===== config.mk =====
export PLATFORM = sky130hd
export DESIGN_NAME = bcd_scan_display
export DESIGN_NICKNAME = d
export VERILOG_FILES = /design/src/rtl/bcd_scan_display.sv
export SDC_FILE = /design/constraint.sdc
export NUM_CORES = 1
export LEC_CHECK = 0
export ABC_AREA = 1
export CAP_MARGIN = 20
export CORE_MARGIN = 4
export CORE_UTILIZATION = 60
export CTS_CLUSTER_DIAMETER = 80
export DETAILED_ROUTE_END_ITERATION = 16
export DONT_BUFFER_PORTS = 1
export PLACE_DENSITY = 0.81
export SETUP_SLACK_MARGIN = 0.15
export SLEW_MARGIN = 40
export SYNTH_ARGS = -nofsm -noshare
export SYNTH_HDL_FRONTEND = slang
export SYNTH_SLANG_ARGS = --single-unit
export TNS_END_PERCENT = 20

===== constraint.sdc =====
create_clock -name clk -period 2 [get_ports clk]
set_input_delay 0.3 -clock clk [delete_from_list [all_inputs] [get_ports clk]]
set_output_delay 0.3 -clock clk [all_outputs]
set_load 0.01 [all_outputs]

===== src/rtl/bcd_scan_display.sv =====
// Binary-to-BCD display driver for a multiplexed 7-segment bank.
// A sequential double-dabble engine converts a loaded value. The result is
// latched into display registers, then scanned one digit per slot.
module bcd_scan_display #(
   parameter int unsigned N_IN     = 14,
   parameter int unsigned N_DIGITS = 4,
   parameter int unsigned SCAN_DIV = 50000,
   parameter bit          SEG_ALOW = 1'b1
) (
   input  logic                clk,
   input  logic                rst,
   input  logic [N_IN-1:0]     bin_in,
   input  logic                load,
   input  logic                blank_lz,
   output logic                busy,
   output logic                done,
   output logic                overflow,
   output logic [6:0]          seg,
   output logic [N_DIGITS-1:0] an
);

   localparam int unsigned SrW  = N_IN + 4 * N_DIGITS;
   localparam int unsigned CntW = $clog2(N_IN + 1);
   localparam int unsigned IdxW = (N_DIGITS > 1) ? $clog2(N_DIGITS) : 1;
   localparam int unsigned PreW = $clog2(SCAN_DIV);
   localparam logic [63:0] Limit = 64'(10 ** N_DIGITS);

   typedef enum logic [1:0] {StIdle, StShift, StLatch} state_e;

   state_e                    state_q, state_d;
   logic [SrW-1:0]            sr_q, sr_d, sr_adj;
   logic [CntW-1:0]           cnt_q, cnt_d;
   logic                      ovf_nxt_q, ovf_nxt_d;
   logic                      ovf_q, ovf_d;
   logic                      done_q, done_d;
   logic [4*N_DIGITS-1:0]     disp_q, disp_d;
   logic [PreW-1:0]           pre_q, pre_d;
   logic [IdxW-1:0]           idx_q, idx_d;
   logic [6:0]                seg_q, seg_d, pat;
   logic [N_DIGITS-1:0]       an_q, an_d, an_oh;
   logic [3:0]                digit;
   logic                      higher_nz;

   function automatic logic [6:0] seg_lut(input logic [3:0] d);
      unique case (d)
         4'd0:    seg_lut = 7'h3F;
         4'd1:    seg_lut = 7'h06;
         4'd2:    seg_lut = 7'h5B;
         4'd3:    seg_lut = 7'h4F;
         4'd4:    seg_lut = 7'h66;
         4'd5:    seg_lut = 7'h6D;
         4'd6:    seg_lut = 7'h7D;
         4'd7:    seg_lut = 7'h07;
         4'd8:    seg_lut = 7'h7F;
         4'd9:    seg_lut = 7'h6F;
         default: seg_lut = 7'h00;
      endcase
   endfunction

   // Converter FSM next state: capture, add-3/shift for N_IN cycles, then latch.
   always_comb begin
      state_d   = state_q;
      sr_d      = sr_q;
      cnt_d     = cnt_q;
      ovf_nxt_d = ovf_nxt_q;
      ovf_d     = ovf_q;
      disp_d    = disp_q;
      done_d    = 1'b0;
      sr_adj    = sr_q;
      for (int j = 0; j < int'(N_DIGITS); j++) begin
         if (sr_q[N_IN + 4*j +: 4] >= 4'd5) begin
            sr_adj[N_IN + 4*j +: 4] = sr_q[N_IN + 4*j +: 4] + 4'd3;
         end
      end
      unique case (state_q)
         StIdle: begin
            if (load) begin
               sr_d      = {{(4*N_DIGITS){1'b0}}, bin_in};
               cnt_d     = CntW'(N_IN);
               ovf_nxt_d = (64'(bin_in) >= Limit);
               state_d   = StShift;
            end
         end
         StShift: begin
            // Carries out of the top nibble are dropped; overflow covers that case.
            sr_d  = {sr_adj[SrW-2:0], 1'b0};
            cnt_d = cnt_q - 1'b1;
            if (cnt_q == CntW'(1)) begin
               state_d = StLatch;
            end
         end
         StLatch: begin
            disp_d  = sr_q[SrW-1 -: 4*N_DIGITS];
            ovf_d   = ovf_nxt_q;
            done_d  = 1'b1;
            state_d = StIdle;
         end
         default: state_d = StIdle;
      endcase
   end

   // Scan prescaler/index and the segment pattern for the current digit slot.
   always_comb begin
      pre_d = pre_q + 1'b1;
      idx_d = idx_q;
      if (pre_q == PreW'(SCAN_DIV - 1)) begin
         pre_d = '0;
         idx_d = (idx_q == IdxW'(N_DIGITS - 1)) ? '0 : idx_q + 1'b1;
      end
      digit     = disp_q[4*int'(idx_q) +: 4];
      higher_nz = 1'b0;
      for (int k = 0; k < int'(N_DIGITS); k++) begin
         if ((k >= int'(idx_q)) && (disp_q[4*k +: 4] != 4'd0)) begin
            higher_nz = 1'b1;
         end
      end
      if (ovf_q) begin
         pat = 7'h40;
      end else if (blank_lz && (idx_q != '0) && !higher_nz) begin
         pat = 7'h00;
      end else begin
         pat = seg_lut(digit);
      end
      an_oh = N_DIGITS'(1) << idx_q;
      seg_d = SEG_ALOW ? ~pat : pat;
      an_d  = SEG_ALOW ? ~an_oh : an_oh;
   end

   // State registers with synchronous reset; reset outputs are the "off" level.
   always_ff @(posedge clk) begin
      if (rst) begin
         state_q   <= StIdle;
         sr_q      <= '0;
         cnt_q     <= '0;
         ovf_nxt_q <= 1'b0;
         ovf_q     <= 1'b0;
         done_q    <= 1'b0;
         disp_q    <= '0;
         pre_q     <= '0;
         idx_q     <= '0;
         seg_q     <= SEG_ALOW ? 7'h7F : 7'h00;
         an_q      <= SEG_ALOW ? '1 : '0;
      end else begin
         state_q   <= state_d;
         sr_q      <= sr_d;
         cnt_q     <= cnt_d;
         ovf_nxt_q <= ovf_nxt_d;
         ovf_q     <= ovf_d;
         done_q    <= done_d;
         disp_q    <= disp_d;
         pre_q     <= pre_d;
         idx_q     <= idx_d;
         seg_q     <= seg_d;
         an_q      <= an_d;
      end
   end

   assign busy     = (state_q != StIdle);
   assign done     = done_q;
   assign overflow = ovf_q;
   assign seg      = seg_q;
   assign an       = an_q;

endmodule

==> impl_metrics.toml, run 1 <==
[logic_synthesis]
syn_avg_cell_area_um2 = 7.53
syn_nets = 566
synth_flop_cell = "dfxtp_1"
synth_edf_count = 0
synth_cell_types = 35
ys.warnings.count = 0
synth_xor_area_share_pct = 1.99
seq_area_frac_synth_pct = 42.4
synth_top_family_by_area = "simple AND/OR/NAND/NOR gates"
synth_fa_ha_area_share_pct = 6.62
synth-compound-area-share_pct = 14.9
synth-simple-area-share_pct = 26.5
netlist_instances = 527
synth_mux_area_share_pct = 0
netlist_area_um2 = 3970
async_flop_share_pct = 0
yosys_register_bits = 84

[floorplan]
ios = 32
rows = 29
die_x_um = 89.3
start_util_pct = 62.1
fp.dieH_um = 89.3
core_um2 = 6390
die_area_um2 = 7980

[route]
drt_pass1_iterations = 4
dr.first_iter.drc_count = 245
routed_wirelength_um = 7700
drtAntennaViolNets = 0
wl_per_cell_um = 12.7
viasPerCell = 5.55
num_vias = 3366
drc = 0

[clocking]
post-cts-setup-buffers = 0
htreeDepth = 3
clk_pin_slew_ns = 0.08
clockRootBuffer = "clkbuf_8"
cts.sinks = 84
cts_buffers = 9
cts_tree = "built"
cts_resized = 0
cts_hold_buf = 0
insertion_delay_ns = 0.35
cts_buffer_depth = 2

[worst_setup_path]
cp.required_ns = 2.25
crit_type = "flop to flop"
slowest_delay_ns = 0.41
end_kind = "flop"
crit_chain = "inv_2 > nand3_1 > nand2_1 > inv_1 > ha_1 > nand3b_1 > nand3_1 > nand3_1 > nand2_1 > nand2_1"
cp.arrival_ns = 1.90
crit_fanout = 10
worst_setup_path_start_kind = "flop"
r2r_cells = 10
critPathSlowestCell = "dfxtp_1"

[final_layout]
antenna_cells = 0
stdcell_area_um2 = 4210
drive_gt1_share_pct = 7.17
nFillCells = 538
syn2layout_area_growth_pct = 6.15
layout.cells.non_filler = 607
layout.nets = 564

[placed_design]
place.gp.congestion = 0.885
dp.cells = 590
portBuffers = 0
dpl.hpwl_um = 5350
dpl_cell_area_um2 = 3990

[global_routing]
gr-total-overflow = 0
grt_max_degree = 42
grt_usage_pct = 20.6
grt_pass1_vias = 3155
grt_antenna_before_repair = 0
grt_pass1_wl_um = 13100

[power]
ir_worst_vdd_v = 0.000616
pwr_density_cell_nw_per_um2 = 782
p_leak_nw = 1.65

[hold_path]
min_path_type = "primary input to flop"
hold_depth = 1

[outcome]
status = "complete, no violations"

[sta]
finalSetupViolations = 0
fin_crit_ns = 1.65
rsz0062_at_grt = "false"
fin_crit_sh_pct = 82.6
max_slew_margin_pct = 53.5
fin_worst_skew_ns = 0.0126
fin_hold_ws_ns = 0.0106
worst_pin_slew_ns = 0.695
hold_viol = 0
clock.fmax_ghz = 0.605
tns_ns = 0
slew_violations = 0

[job]
max-cap-violations = 0
==> final cells by class <==
type | instances | area, µm² | area share [%]
Inverter | 53 | 201 | 4.78
Tap cell | 77 | 96.3 | 2.29
Clock inverter | 4 | 73.8 | 1.75
Multi-Input combinational cell | 372 | 1980 | 47.1
Clock buffer | 12 | 135 | 3.21
Sequential cell | 84 | 1680 | 39.9
Timing Repair Buffer | 5 | 40.0 | 0.950
==> worst paths after layout <==
| kind | startpoint | to | slack (ns) |
|---|---|---|---|
| setup / recovery | idx_q[1] | seg[6] | 0.35 |
| hold / removal | rst | sr_q[9] | 0.01 |
| setup reg to reg | idx_q[1] | seg[6] | 0.35 |
| hold reg to reg | pre_q[0] | pre_q[0] | 0.46 |
==> worst max-delay path, delay by kind of cell, from the launching register on <==
| family | cells | cell delay (ns) |
|---|---|---|
| simple gates | 7 | 0.69 |
| flops | 1 | 0.41 |
| buf+inv | 2 | 0.25 |
| fa+ha+maj | 1 | 0.19 |
==> per-layer routing <==
layer	global-route usage [%]	part of all wire, %	vias up
met5	0	0	-
met4	10.4	2.0	0
met3	3.96	4.4	18
met2	35.5	47	69
met1	24.4	47	1548
li1	-	-	1731
==> placed cells by master, fill, tap and decap left out, types with 2 or more instances in the layout <==
cell type	count
nand2_1	127
dfxtp_1	84
a21oi_1	61
inv_1	46
nand3_1	40
nor2_1	33
o21ai_0	32
ha_1	21
clkbuf_8	9
nand4_1	8
xor2_1	8
a22oi_1	8
inv_2	6
nor3_1	6
or2_2	4
buf_4	4
a31oi_1	3
nand3b_1	3
clkbuf_1	3
nor2_8	2
a211oi_1	2
nor2_2	2
nand2_2	2
bufinv_16	2
==> cells by family (layout without fill, tap and decap cells) <==
family | Yosys count | in the layout
xor gates and xnor gates | 9 | 9
AOI/OAI and AO/OA | 109 | 109
DFF | 84 | 84
and+or+nand+nor | 233 | 233
adders and majority gates | 21 | 21
buffers and inverters | 71 | 74
==> per-stage QoR <==
stage	utilization [%]	total power, mW	worst slack (ns)
2_1_floorplan	-	2.00	0.467
3_3_place_gp	62.5	2.01	0.439
3_5_place_dp	62.5	2.02	0.357
4_1_cts	65.8	3.30	0.339
5_1_grt	66.0	3.42	0.166
6_report	66.0	3.29	0.348
==> cell usage after synthesis (all sizes together) (10+ instances only) <==
library cell	count	area, µm²
nand2	129	489
dfxtp	84	1680
a21oi	61	305
inv	53	201
nand3	41	218
nor2	38	188
o21ai	32	160
ha	21	263
buf	10	71.3
==> state kept, by name, summed over array words and instances (netlist names) <==
register / count
an: 4
cnt_q: 4
disp_q: 16
done: 1
idx_q: 2
overflow: 1
ovf_nxt_q: 1
pre_q: 16
seg: 7
sr_q: 30
state_q: 2
==> where the power goes <==
group	switching (mW)	internal (mW)	leakage, nW	total [mW]
sequential	0.0363	1.73	0.684	1.76
combinational	0.153	0.0768	0.864	0.230
clock	0.595	0.706	0.105	1.30
total	0.784	2.51	1.65	3.29
No activity file was read; power rests on OpenSTA's default activity.
==> run 2, diff against run 1 <==
==> constraint.sdc (replaced) <==
create_clock -name clk -period 1.7 [get_ports clk]
set_input_delay 0.255 -clock clk [delete_from_list [all_inputs] [get_ports clk]]
set_output_delay 0.255 -clock clk [all_outputs]
set_load 0.01 [all_outputs]
==> run 2 against run 1 <==
Critical path depth up 1. Setup slack worse by 0.13 ns. Largest cell class unchanged. Via count up 2.2%. Die area unchanged.
==> impl_metrics.toml, run 2 (same netlist as run 1, synthesis figures left out) <==
[outcome]
status = "complete, no violations"

[final_layout]
antenna_cells = 0
largest_reg_flops = 30
largest-register = "sr_q"
drive_gt1_share_pct = 12.0
most-common-layout-cells = "nand2_1 (124), dfxtp_1 (79), a21oi_1 (61), inv_1 (45), nand3_1 (36)"
final_common_cell = "nand2_1"
syn2layout_area_growth_pct = 11.4
top_regs = "sr_q x30, disp_q x16, pre_q x16"
stdcell_area_um2 = 4420
layout.nets = 574
final_core_util_pct = 69.2

[route]
dr.first_iter.drc_count = 156
drc = 0
num_vias = 3439
drtAntennaViolNets = 0
viasPerCell = 5.57
routed_wirelength_um = 8000
drt_pass1_iterations = 4
wl_per_cell_um = 13.0

[worst_setup_path]
critPathCapture = "seg[6]"
r2r_start = "idx_q[0]"
crit_fanout = 11
slowest_delay_ns = 0.39
cpMostUsedCell = "nand2_1"
cp.required_ns = 1.96
worst_setup_path_start_kind = "flop"
r2r_end = "seg[6]"
r2r_cells = 11
crit_chain = "inv_4 > nand2_1 > nand2_1 > nand2_1 > nand2_1 > ha_1 > nand3b_1 > nand3_1 > nand3_1 > nand2_1 > nand2_1"
critPathSlowestCell = "dfxtp_4"
cp.arrival_ns = 1.74
critPathLaunch = "idx_q[0]"
ff2ff_setup_slack_ns = 0.22
end_kind = "flop"
crit_type = "flop to flop"

[floorplan]
fp.dieH_um = 89.3
die_x_um = 89.3
core_um2 = 6390
ios = 32
start_util_pct = 62.1
die_area_um2 = 7980
rows = 29

[sta]
max_slew_margin_pct = 75.8
fin_worst_skew_ns = 0.0124
fin_crit_ns = 1.48
rsz0062_at_grt = "true"
tns_ns = 0
hold_viol = 0
worst_pin_slew_ns = 0.362
fin_crit_sh_pct = 87.1
finalSetupViolations = 0
slew_violations = 0
clock.fmax_ghz = 0.675

[placed_design]
place.gp.congestion = 0.864
portBuffers = 0
dpl.hpwl_um = 5450
dpl_cell_area_um2 = 4070

[clocking]
cts_tree = "built"
htreeDepth = 3
insertion_delay_ns = 0.36
clk_pin_slew_ns = 0.08
cts_buffers = 9
cts.sinks = 84
clockRootBuffer = "clkbuf_8"
cts_buffer_depth = 2

[hold_path]
min-delay-start = "bin_in[9]"
min_path_type = "primary input to flop"

[power]
ir_worst_vdd_v = 0.000920
pwr-share-comb_pct = 7.7
intPower_mw = 3.21
switching_power_mw = 0.931
clockPowerShare_pct = 42.3
pwr_density_cell_nw_per_um2 = 935
p_sw_share_pct = 22.5
p_leak_nw = 1.76
p_seq_share_pct = 50.1

[global_routing]
grt_max_degree = 41
grt_usage_pct = 21.4
gr-total-overflow = 0
grt_pass1_vias = 3172
grt_pass1_wl_um = 13500
grt_antenna_before_repair = 0

[job]
max-cap-violations = 0
[run 2: cell types whose count changed in the layout (fill, tap and decap cells not counted), moves of 3 or more]
cell / previous run / this run
dfxtp_1: 84 / 79
nand3_2: 0 / 4
buf_12: 0 / 3
buf_4: 4 / 11
nand3_1: 40 / 36
nand2_1: 127 / 124
dfxtp_2: 0 / 3
[run 2: metal layers]
metal,vias to the layer above,track usage [%],wire length (µm)
li1,1752,-,-
met1,1591,27.2,3840
met2,84,34.5,3690
met3,12,4.15,338
met4,0,11.1,140
met5,-,0,0
[run 2: layout make-up]
class                   instances  area [µm²]
well taps                      77        96.3
repair buffers                 15         154
fillers                       496        1960
clock buffers                  12         155
clock inverters                 4        95.1
multi-input cells             372        2020
inverters                      53         204
flip-flops and latches         84        1690
[run 2: repair_timing]
action	CTS	global route
pin swaps	0	2
buffers inserted	0	3
gates resized for setup	2	18
endpoints found under the hold margin	40	0
endpoints found under the setup margin	6	30
hold buffers	1	0
[run 2: power groups by stage]
stage	clock, mW	combinational, mW	sequential (mW)
global route	1.86	0.356	2.08
global placement	0	0.285	2.12
floorplan	0	0.245	2.11
CTS	1.76	0.314	2.07
finish	1.75	0.317	2.07
detailed placement	0	0.294	2.12
[run 2: how the worst min path moves through the flow]
stage / to / slack [ns] / depth (start not counted)
global route: sr_q[9] / 0.04 / 2
detailed placement: cnt_q[2] / 0.33 / 1
floorplan: sr_q[0] / 0.40 / 2
CTS: sr_q[9] / 0.04 / 2
finish: sr_q[9] / 0.05 / 2
global placement: cnt_q[2] / 0.33 / 1
[run 2: metrics by stage]
stage	worst slack [ns]	instances	hold WS [ns]	total power, mW
6_report	0.219	617	0.0456	4.14
2_1_floorplan	0.167	527	0.403	2.36
3_5_place_dp	0.0480	597	0.329	2.41
3_3_place_gp	0.124	597	0.328	2.40
5_1_grt	0.0843	617	0.0432	4.29
4_1_cts	0.132	614	0.0421	4.15
[run 2: critical path: cells and delay by family (launching register included)]
| kind | cells | cell delay [ns] |
|---|---|---|
| and+or+nand+nor | 9 | 0.73 |
| buffers and inverters | 1 | 0.07 |
| DFF | 1 | 0.39 |
| adders and majority gates | 1 | 0.18 |
